--- config.mk ---
export PLATFORM = sky130hd
export DESIGN_NAME = bp_resolve_queue_flat
export DESIGN_NICKNAME = d
export VERILOG_FILES = /design/src/rtl/bp_resolve_queue_if.sv /design/src/rtl/bp_resolve_queue.sv /design/src/flat_wrapper.sv
export SDC_FILE = /design/constraint.sdc
export NUM_CORES = 1
export LEC_CHECK = 0
export BUFFER_PORTS_ARGS = -buffer_cell sky130_fd_sc_hd__buf_2
export CAP_MARGIN = 20
export CORE_UTILIZATION = 57
export DETAILED_ROUTE_END_ITERATION = 12
export GPL_TIMING_DRIVEN = 0
export PLACE_DENSITY = 0.79
export SLEW_MARGIN = 0
export SYNTH_ARGS = -nofsm -noshare
export SYNTH_HDL_FRONTEND = slang
export SYNTH_SLANG_ARGS = --single-unit
--- constraint.sdc ---
create_clock -name clk -period 2.8 [get_ports clk]
set_input_delay 0.56 -clock clk [delete_from_list [all_inputs] [get_ports clk]]
set_output_delay 0.56 -clock clk [all_outputs]
set_load 0.01 [all_outputs]
--- src/rtl/bp_resolve_queue_if.sv ---
// Fetch/execute-facing bundle for the branch-resolution queue: push and
// resolve requests in, predictor update and flush outputs back.
interface bp_resolve_queue_if #(
  parameter int PC_W  = 16,
  parameter int CNT_W = 8
);
  logic             push;
  logic             push_pred;
  logic [PC_W-1:0]  push_pc;
  logic             resolve;
  logic             resolve_taken;
  logic             full;
  logic             empty;
  logic             bp_enable;
  logic             bp_actual;
  logic             mispredict;
  logic [PC_W-1:0]  redirect_pc;
  logic [CNT_W-1:0] mispredict_cnt;
  logic             err;

  modport master (
    output push, push_pred, push_pc, resolve, resolve_taken,
    input  full, empty, bp_enable, bp_actual, mispredict, redirect_pc,
           mispredict_cnt, err
  );

  modport slave (
    input  push, push_pred, push_pc, resolve, resolve_taken,
    output full, empty, bp_enable, bp_actual, mispredict, redirect_pc,
           mispredict_cnt, err
  );
endinterface

--- src/rtl/bp_resolve_queue.sv ---
// In-order queue of fetch predictions, popped and checked on each execute resolve.
// Update/flush outputs are registered, one cycle after the resolve; push-when-full is dropped and flagged.
module bp_resolve_queue #(
  parameter int DEPTH = 4,
  parameter int PC_W  = 16,
  parameter int CNT_W = 8
) (
  input  logic             clk,
  input  logic             rst,
  bp_resolve_queue_if.slave q
);
  localparam int AW = (DEPTH > 1) ? $clog2(DEPTH) : 1;
  localparam int CW = AW + 1;

  logic            mem_pred [DEPTH];
  logic [PC_W-1:0] mem_pc   [DEPTH];
  logic [AW-1:0]   rd_ptr, wr_ptr;
  logic [CW-1:0]   count;

  logic            head_pred;
  logic [PC_W-1:0] head_pc;
  logic            is_full, is_empty;
  logic            res_ok, mis, push_ok, err_set;

  always_comb begin
    head_pred = mem_pred[rd_ptr];
    head_pc   = mem_pc[rd_ptr];
    is_full   = (count == CW'(DEPTH));
    is_empty  = (count == '0);
    res_ok    = q.resolve && !is_empty;
    mis       = res_ok && (q.resolve_taken != head_pred);
    // A push alongside a mispredict is wrong-path: dropped, but not an error.
    push_ok   = q.push && !mis && (!is_full || res_ok);
    err_set   = (q.push && is_full && !res_ok) || (q.resolve && is_empty);
  end

  assign q.full  = is_full;
  assign q.empty = is_empty;

  always_ff @(posedge clk) begin
    if (push_ok) begin
      mem_pred[wr_ptr] <= q.push_pred;
      mem_pc[wr_ptr]   <= q.push_pc;
    end
  end

  always_ff @(posedge clk or posedge rst) begin
    if (rst) begin
      rd_ptr           <= '0;
      wr_ptr           <= '0;
      count            <= '0;
      q.bp_enable      <= 1'b0;
      q.bp_actual      <= 1'b0;
      q.mispredict     <= 1'b0;
      q.redirect_pc    <= '0;
      q.mispredict_cnt <= '0;
      q.err            <= 1'b0;
    end else begin
      if (mis) begin
        rd_ptr <= wr_ptr;
        count  <= '0;
      end else begin
        if (res_ok)  rd_ptr <= rd_ptr + AW'(1);
        if (push_ok) wr_ptr <= wr_ptr + AW'(1);
        count <= count + CW'(push_ok) - CW'(res_ok);
      end
      q.bp_enable  <= res_ok;
      q.bp_actual  <= res_ok && q.resolve_taken;
      q.mispredict <= mis;
      if (mis) begin
        q.redirect_pc <= head_pc;
        if (q.mispredict_cnt != '1) q.mispredict_cnt <= q.mispredict_cnt + CNT_W'(1);
      end
      if (err_set) q.err <= 1'b1;
    end
  end
endmodule

--- src/flat_wrapper.sv ---
// flat-port wrapper written by rule: the top's interface ports become plain ports
module bp_resolve_queue_flat 
#(
  parameter int DEPTH = 4,
  parameter int PC_W  = 16,
  parameter int CNT_W = 8
)
  (clk, rst, q_push, q_push_pred, q_push_pc, q_resolve, q_resolve_taken, q_full, q_empty, q_bp_enable, q_bp_actual, q_mispredict, q_redirect_pc, q_mispredict_cnt, q_err);
  bp_resolve_queue_if #(.PC_W(PC_W), .CNT_W(CNT_W)) q_i ();
  input  logic clk;
  input  logic rst;
  input wire logic [$bits(q_i.push)-1:0] q_push;
  input wire logic [$bits(q_i.push_pred)-1:0] q_push_pred;
  input wire logic [$bits(q_i.push_pc)-1:0] q_push_pc;
  input wire logic [$bits(q_i.resolve)-1:0] q_resolve;
  input wire logic [$bits(q_i.resolve_taken)-1:0] q_resolve_taken;
  output wire logic [$bits(q_i.full)-1:0] q_full;
  output wire logic [$bits(q_i.empty)-1:0] q_empty;
  output wire logic [$bits(q_i.bp_enable)-1:0] q_bp_enable;
  output wire logic [$bits(q_i.bp_actual)-1:0] q_bp_actual;
  output wire logic [$bits(q_i.mispredict)-1:0] q_mispredict;
  output wire logic [$bits(q_i.redirect_pc)-1:0] q_redirect_pc;
  output wire logic [$bits(q_i.mispredict_cnt)-1:0] q_mispredict_cnt;
  output wire logic [$bits(q_i.err)-1:0] q_err;
  assign q_i.push = q_push;
  assign q_i.push_pred = q_push_pred;
  assign q_i.push_pc = q_push_pc;
  assign q_i.resolve = q_resolve;
  assign q_i.resolve_taken = q_resolve_taken;
  assign q_full = q_i.full;
  assign q_empty = q_i.empty;
  assign q_bp_enable = q_i.bp_enable;
  assign q_bp_actual = q_i.bp_actual;
  assign q_mispredict = q_i.mispredict;
  assign q_redirect_pc = q_i.redirect_pc;
  assign q_mispredict_cnt = q_i.mispredict_cnt;
  assign q_err = q_i.err;
  bp_resolve_queue #(.DEPTH(DEPTH), .PC_W(PC_W), .CNT_W(CNT_W)) u_core (.clk(clk), .rst(rst), .q(q_i));
endmodule
Word level (Yosys, flattened, before mapping) --
Memories as Yosys holds them, arrays and structs flattened. A register that Yosys moved wholly into a read port is not among the register bits. Index checks and enable logic that the tools add are counted. W data, S select, Z words.
Storage, ports and cells: register bits 19, bits in writable memories 68, input port bits 22, output and inout bits 30, logic and storage cells 42, memories kept 2
Memories:
- u_core.mem_pc | words 4, width 16, rd ports 1, clocked after memory_dff 1, write ports 1, line bp_resolve_queue.sv:16 | logic [PC_W-1:0] mem_pc [DEPTH];
- u_core.mem_pred | words 4, width 1, rd ports 1, clocked after memory_dff 0, write ports 1, line bp_resolve_queue.sv:15 | logic mem_pred [DEPTH];
Operators by class: $add $sub $neg 5, eq/ne operators 3, mux-type cells 5, bitwise gates (word level) 1, reduce and logical (&&, ||, !) cells 18
Operators by type and width (number):
- $add A8 B1 Y8 const B | 1
- $logic_and A1 B1 Y1 | 8
- $ne A8 B8 Y1 const B | 1
- $add A2 B1 Y2 const B | 2
- $logic_not A1 Y1 | 4
- $mux W2 | 2
- $reduce_and A2 Y1 | 2
- $add A3 B1 Y3 | 1
- $eq A3 B3 Y1 const B | 1
- $logic_not A3 Y1 | 1
- $mux W3 | 1
- $sub A3 B1 Y3 | 1
- $logic_or A1 B1 Y1 | 2
- $mux W1 | 2
- $reduce_bool A2 Y1 | 1
- $ne A1 B1 Y1 | 1
- $not A1 Y1 | 1

Depth between registers and ports, before layout --
depth in word-level cells 10, depth in mapped cells 11, mapped depth without buffers 10

Worst setup path after synthesis --
No wires, ideal clock.
path kind input port to flip-flop, start input q_resolve_taken, end register u_core.count[2], library setup time 0.119 ns, arrival 2.477 ns, data required time 2.681 ns, setup slack 0.205 ns, cell stages on the path 11, path buffers 1, cell sequence clkbuf_1 -> nand2b_1 -> mux2i_2 -> nor3_4 -> a211oi_4 -> ha_1 -> inv_1 -> fa_1 -> xor2_1 -> xnor2_1 -> nor2_1
On the way: word-level cells in the longest chain between the ends 8
RTL lines:
- from (decl) | line flat_wrapper.sv:16 | input wire logic [$bits(q_i.resolve_taken)-1:0] q_resolve_taken;
- $ne A1 B1 Y1 (*) | line bp_resolve_queue.sv:31 | mis = res_ok && (q.resolve_taken != head_pred);
- $logic_and A1 B1 Y1 (*) | line bp_resolve_queue.sv:31
- $logic_not A1 Y1 | line bp_resolve_queue.sv:33 | push_ok = q.push && !mis && (!is_full || res_ok);
- $logic_and A1 B1 Y1 (2 in series) | line bp_resolve_queue.sv:33
- $add A3 B1 Y3 | line bp_resolve_queue.sv:65 | count <= count + CW'(push_ok) - CW'(res_ok);
- $sub A3 B1 Y3 | line bp_resolve_queue.sv:65
- $mux W3 (*) | line bp_resolve_queue.sv:59 | if (mis) begin
- to (signal assigned) | line bp_resolve_queue.sv:65
- to (decl) | line bp_resolve_queue.sv:18 | logic [CW-1:0] count;
Every way passes the cells marked *; elsewhere a longest branch is shown, timed or not. A chain may end at the register's enable or synchronous reset.

Worst setup path after layout --
start register u_core.rd_ptr[1], end register u_core.count[2]
On the way: word-level cells in the longest chain between the ends 9
RTL lines:
- from (decl) | line bp_resolve_queue.sv:17 | logic [AW-1:0] rd_ptr, wr_ptr;
- from (signal assigned) | line bp_resolve_queue.sv:60 | rd_ptr <= wr_ptr;
- from (signal assigned) | line bp_resolve_queue.sv:63 | if (res_ok) rd_ptr <= rd_ptr + AW'(1);
- $mem_v2 Z4 W1 (*)
- $ne A1 B1 Y1 (*) | line bp_resolve_queue.sv:31
- $logic_and A1 B1 Y1 (*) | line bp_resolve_queue.sv:31
- $logic_not A1 Y1 | line bp_resolve_queue.sv:33
- $logic_and A1 B1 Y1 (2 in series) | line bp_resolve_queue.sv:33
- $add A3 B1 Y3 | line bp_resolve_queue.sv:65
- $sub A3 B1 Y3 | line bp_resolve_queue.sv:65
- $mux W3 (*) | line bp_resolve_queue.sv:59
Marked as above.

==> impl_results.md <==
* Syn Std Cell Area at 4106 sq um
* Placeable Area at 6869 sq um
* Period utilization at 92.99%
* CP cell instances: buf_6 -> mux2i_4 -> mux2i_2 -> nor3_4 -> a211oi_4 -> ha_1 -> inv_1 -> fa_1 -> xor2_1 -> xnor2_1 -> nor2_1
* Wirelength per Cell at 17.14 um
* CP max stage cell: dfrtp_1
* Reg2Reg Depth at 11
* EDFF count, synth at 68
* Setup crit end: u_core.count[2]
* Layout area overhead at 15.27%
* Final Wtd Congestion at 0.7957
* Critical R2R Capture: u_core.count[2]
* R2r setup slk at 0.20 ns
* Synth Flop Type: edfxtp_1
* Vias in the first global route at 2041
* Hold Path Class: input pin to asynchronous set/reset pin
* Drt first pass iters at 4
* CP peak stage delay at between 0.3 and 0.4 ns
* Syn Inst Count at 218
* Root buf cell: clkbuf_8
* Largest net degree at the start of global routing at 36
* Die Ht at 86.88 um
* Arrival time worst endpoint at 2.85 ns
* Net count after synthesis at 247
* Crit path launch type: register
* Final setup vio count at 0
* Num CTS Buffers at 9
* Hold-fix buffers, CTS at 0
* Kind of cell adding the most delay to the critical path: multiplexers
* Detailed Place HPWL at 4214 um
* Via Count at 2020
* Buf/Inv on CP at 2
* DRC Markers at 0
* Max clock buf depth at 2
* H-tree depth at 3
* Commonest non-fill, non-tap cells in the layout: edfxtp_1, buf_2, dfrtp_1
* Fmax at 0.3841 GHz
* Row count at 30
* CTS tree: done
* Final hold violation count at 0
* Pwr/cell area at 1037 nW/um^2
* Final wirelength at about 6500 um
* RSZ-0062 raised after global routing: false
* Synth warn at 0
* Max-cap violations at 0
* Worst-Margin Slew at 0.7684 ns
* # IOs at 52
* Final worst path period need at ~2.6 ns
* Iteration-0 DRC Markers at 113
* Status: complete, no violations
* Die area at 7548 sq um
* Finished Core Util at around 69%
* Cell variety after synth at 41
* Port Buffers at 50
* Critical path depth at 11
* Clk_lat worst skew at 0.35 ns
* Tot GR Track Use at 19.82%
* Critical Path Start: u_core.rd_ptr[1]
* Antenna Nets Post-Route at 0
* Tot Pwr at 4.908 mW
* Nets at 309
* Share of cells above drive strength 1 at 40.35%
* Max rail drop VDD at 0.5164 mV
* Crit Path Category: register to register
* Initial Util at 59.78%
* Seq cells post-synth at between 100 and 150
* Worst Path Max Fanout at 10
* Initial antenna violation count at 0
* Die width at 86.88 um
* Worst R2R Start: u_core.rd_ptr[1]
* WP data required at 3.05 ns
* Clk slew on worst S/H paths at 0.09 ns
* Slew Viols, Final at 0
* Sequential cell area fraction in the yosys report at a little under three quarters
* Avg Cell Area, Syn at 18.84 sq um
* LEAKAGE at 1.827 nW
* Clk_skew at approximately 0.0017 ns
* Post-synth ARST share at around 34%
* Commonest non-fill, non-tap cell in the layout: edfxtp_1
* First-pass GRT wire length at approximately 11000 um
* Sink Count at 103
* Max-slew headroom at 48.46%
* Worst Setup End Kind: register
* Vias/cell at 5.302
* Total gr overflow at 0
* N_diodes at 0
==> layout make-up <==
type | count | area [sq um]
sequential | 103 | 2918
fill | 459 | 2136
multi-input combinational | 100 | 1121
timing repair buffer | 51 | 257.7
clock buffer | 10 | 127.6
tap | 96 | 120.1
clock inverter | 6 | 107.6
buffer | 7 | 51.30
inverter | 8 | 30.03
==> registers in the layout (all words and copies together) (netlist names), 2 cells and up <==
name                     cells
u_core.count                 3
u_core.mem_pc               64
u_core.mem_pred              4
u_core.q.mispredict_cnt      8
u_core.q.redirect_pc        16
u_core.rd_ptr                2
u_core.wr_ptr                2
==> worst register-to-register path, stage by stage (launching register included) <==
cell and delay (ns):
dfrtp_1 0.39, buf_6 0.18, mux2i_4 0.29, mux2i_2 0.34
nor3_4 0.13, a211oi_4 0.23, ha_1 0.18, inv_1 0.04
fa_1 0.37, xor2_1 0.17, xnor2_1 0.13, nor2_1 0.05
==> metrics by stage <==
step	worst slack (ns)	cells	hold slack, ns	TNS [ns]	area (sq um)
2_1_floorplan	0.2046	218	0.5134	0	4106
3_3_place_gp	-0.1598	364	0.4537	-10.49	4477
3_5_place_dp	-0.2264	364	0.4576	-14.55	4477
4_1_cts	0.1318	381	0.3651	0	4725
5_1_grt	0.02793	381	0.4034	0	4733
6_report	0.1962	381	0.3387	0	4733
==> routing by layer <==
| layer | global-route usage [%] | up-vias | routed length [um] | part of all wire (%) |
|---|---|---|---|---|
| li1 | - | 958 | - | - |
| met5 | 0 | - | 0 | 0 |
| met1 | 26.63 | 1014 | 2815 | 43 |
| met2 | 31.93 | 38 | 3363 | 52 |
| met3 | 3.981 | 10 | 230 | 3.5 |
| met4 | 8.636 | 0 | 121 | 1.9 |
==> worst min-delay path by stage <==
stage | startpoint | endpoint | slack (ns) | cells after the start
after floorplan | u_core.q.err | u_core.q.err | 0.51 | 1
after global placement | u_core.q.err | u_core.q.err | 0.45 | 1
after detailed placement | u_core.q.err | u_core.q.err | 0.46 | 1
after CTS | rst | u_core.q.redirect_pc[3] | 0.37 | 2
after global routing | q_push_pc[6] | u_core.mem_pc[2][6] | 0.40 | 1
final | rst | u_core.q.redirect_pc[3] | 0.34 | 2
==> cell usage after synthesis (2+ instances only) <==
master | count | area share, %
nor2b_1 | 3 | 0.46
inv_1 | 8 | 0.73
dfrtp_1 | 35 | 21
ha_1 | 6 | 1.8
xnor2_1 | 8 | 1.7
and3_1 | 2 | 0.30
and2_1 | 5 | 0.76
mux2_1 | 2 | 0.55
buf_2 | 2 | 0.24
mux4_2 | 16 | 8.8
a21oi_1 | 3 | 0.37
buf_6 | 3 | 0.82
nor2_1 | 4 | 0.37
mux2_2 | 18 | 4.9
nand4_1 | 3 | 0.46
nand2_1 | 5 | 0.46
xor2_1 | 2 | 0.43
nand2b_1 | 2 | 0.30
edfxtp_1 | 68 | 50
mux2i_2 | 2 | 0.67
==> timing repair <==
item                       4_1_cts  5_1_grt
resized for setup                4        1
setup endpoints to repair       69        1
pin swaps                        1        0
buffers inserted                 1        0
==> logic make-up after synthesis <==
kind of cell	Yosys count	synth area share, %
buffers and inverters	15	1.980
DFF	103	71.05
muxes	39	15.17
AOI/OAI and AO/OA	14	2.956
xor gates and xnor gates	10	2.133
adders and majority gates	7	2.316
and+or+nand+nor	30	4.388
==> report_power, final <==
| group | internal [mW] | leakage, nW | switching, mW |
|---|---|---|---|
| clock network | 0.593 | 0.118 | 0.467 |
| logic | 0.789 | 0.665 | 0.782 |
| registers | 2.06 | 1.04 | 0.219 |
| total | 3.44 | 1.83 | 1.47 |
(Power assumes the default switching activity.)
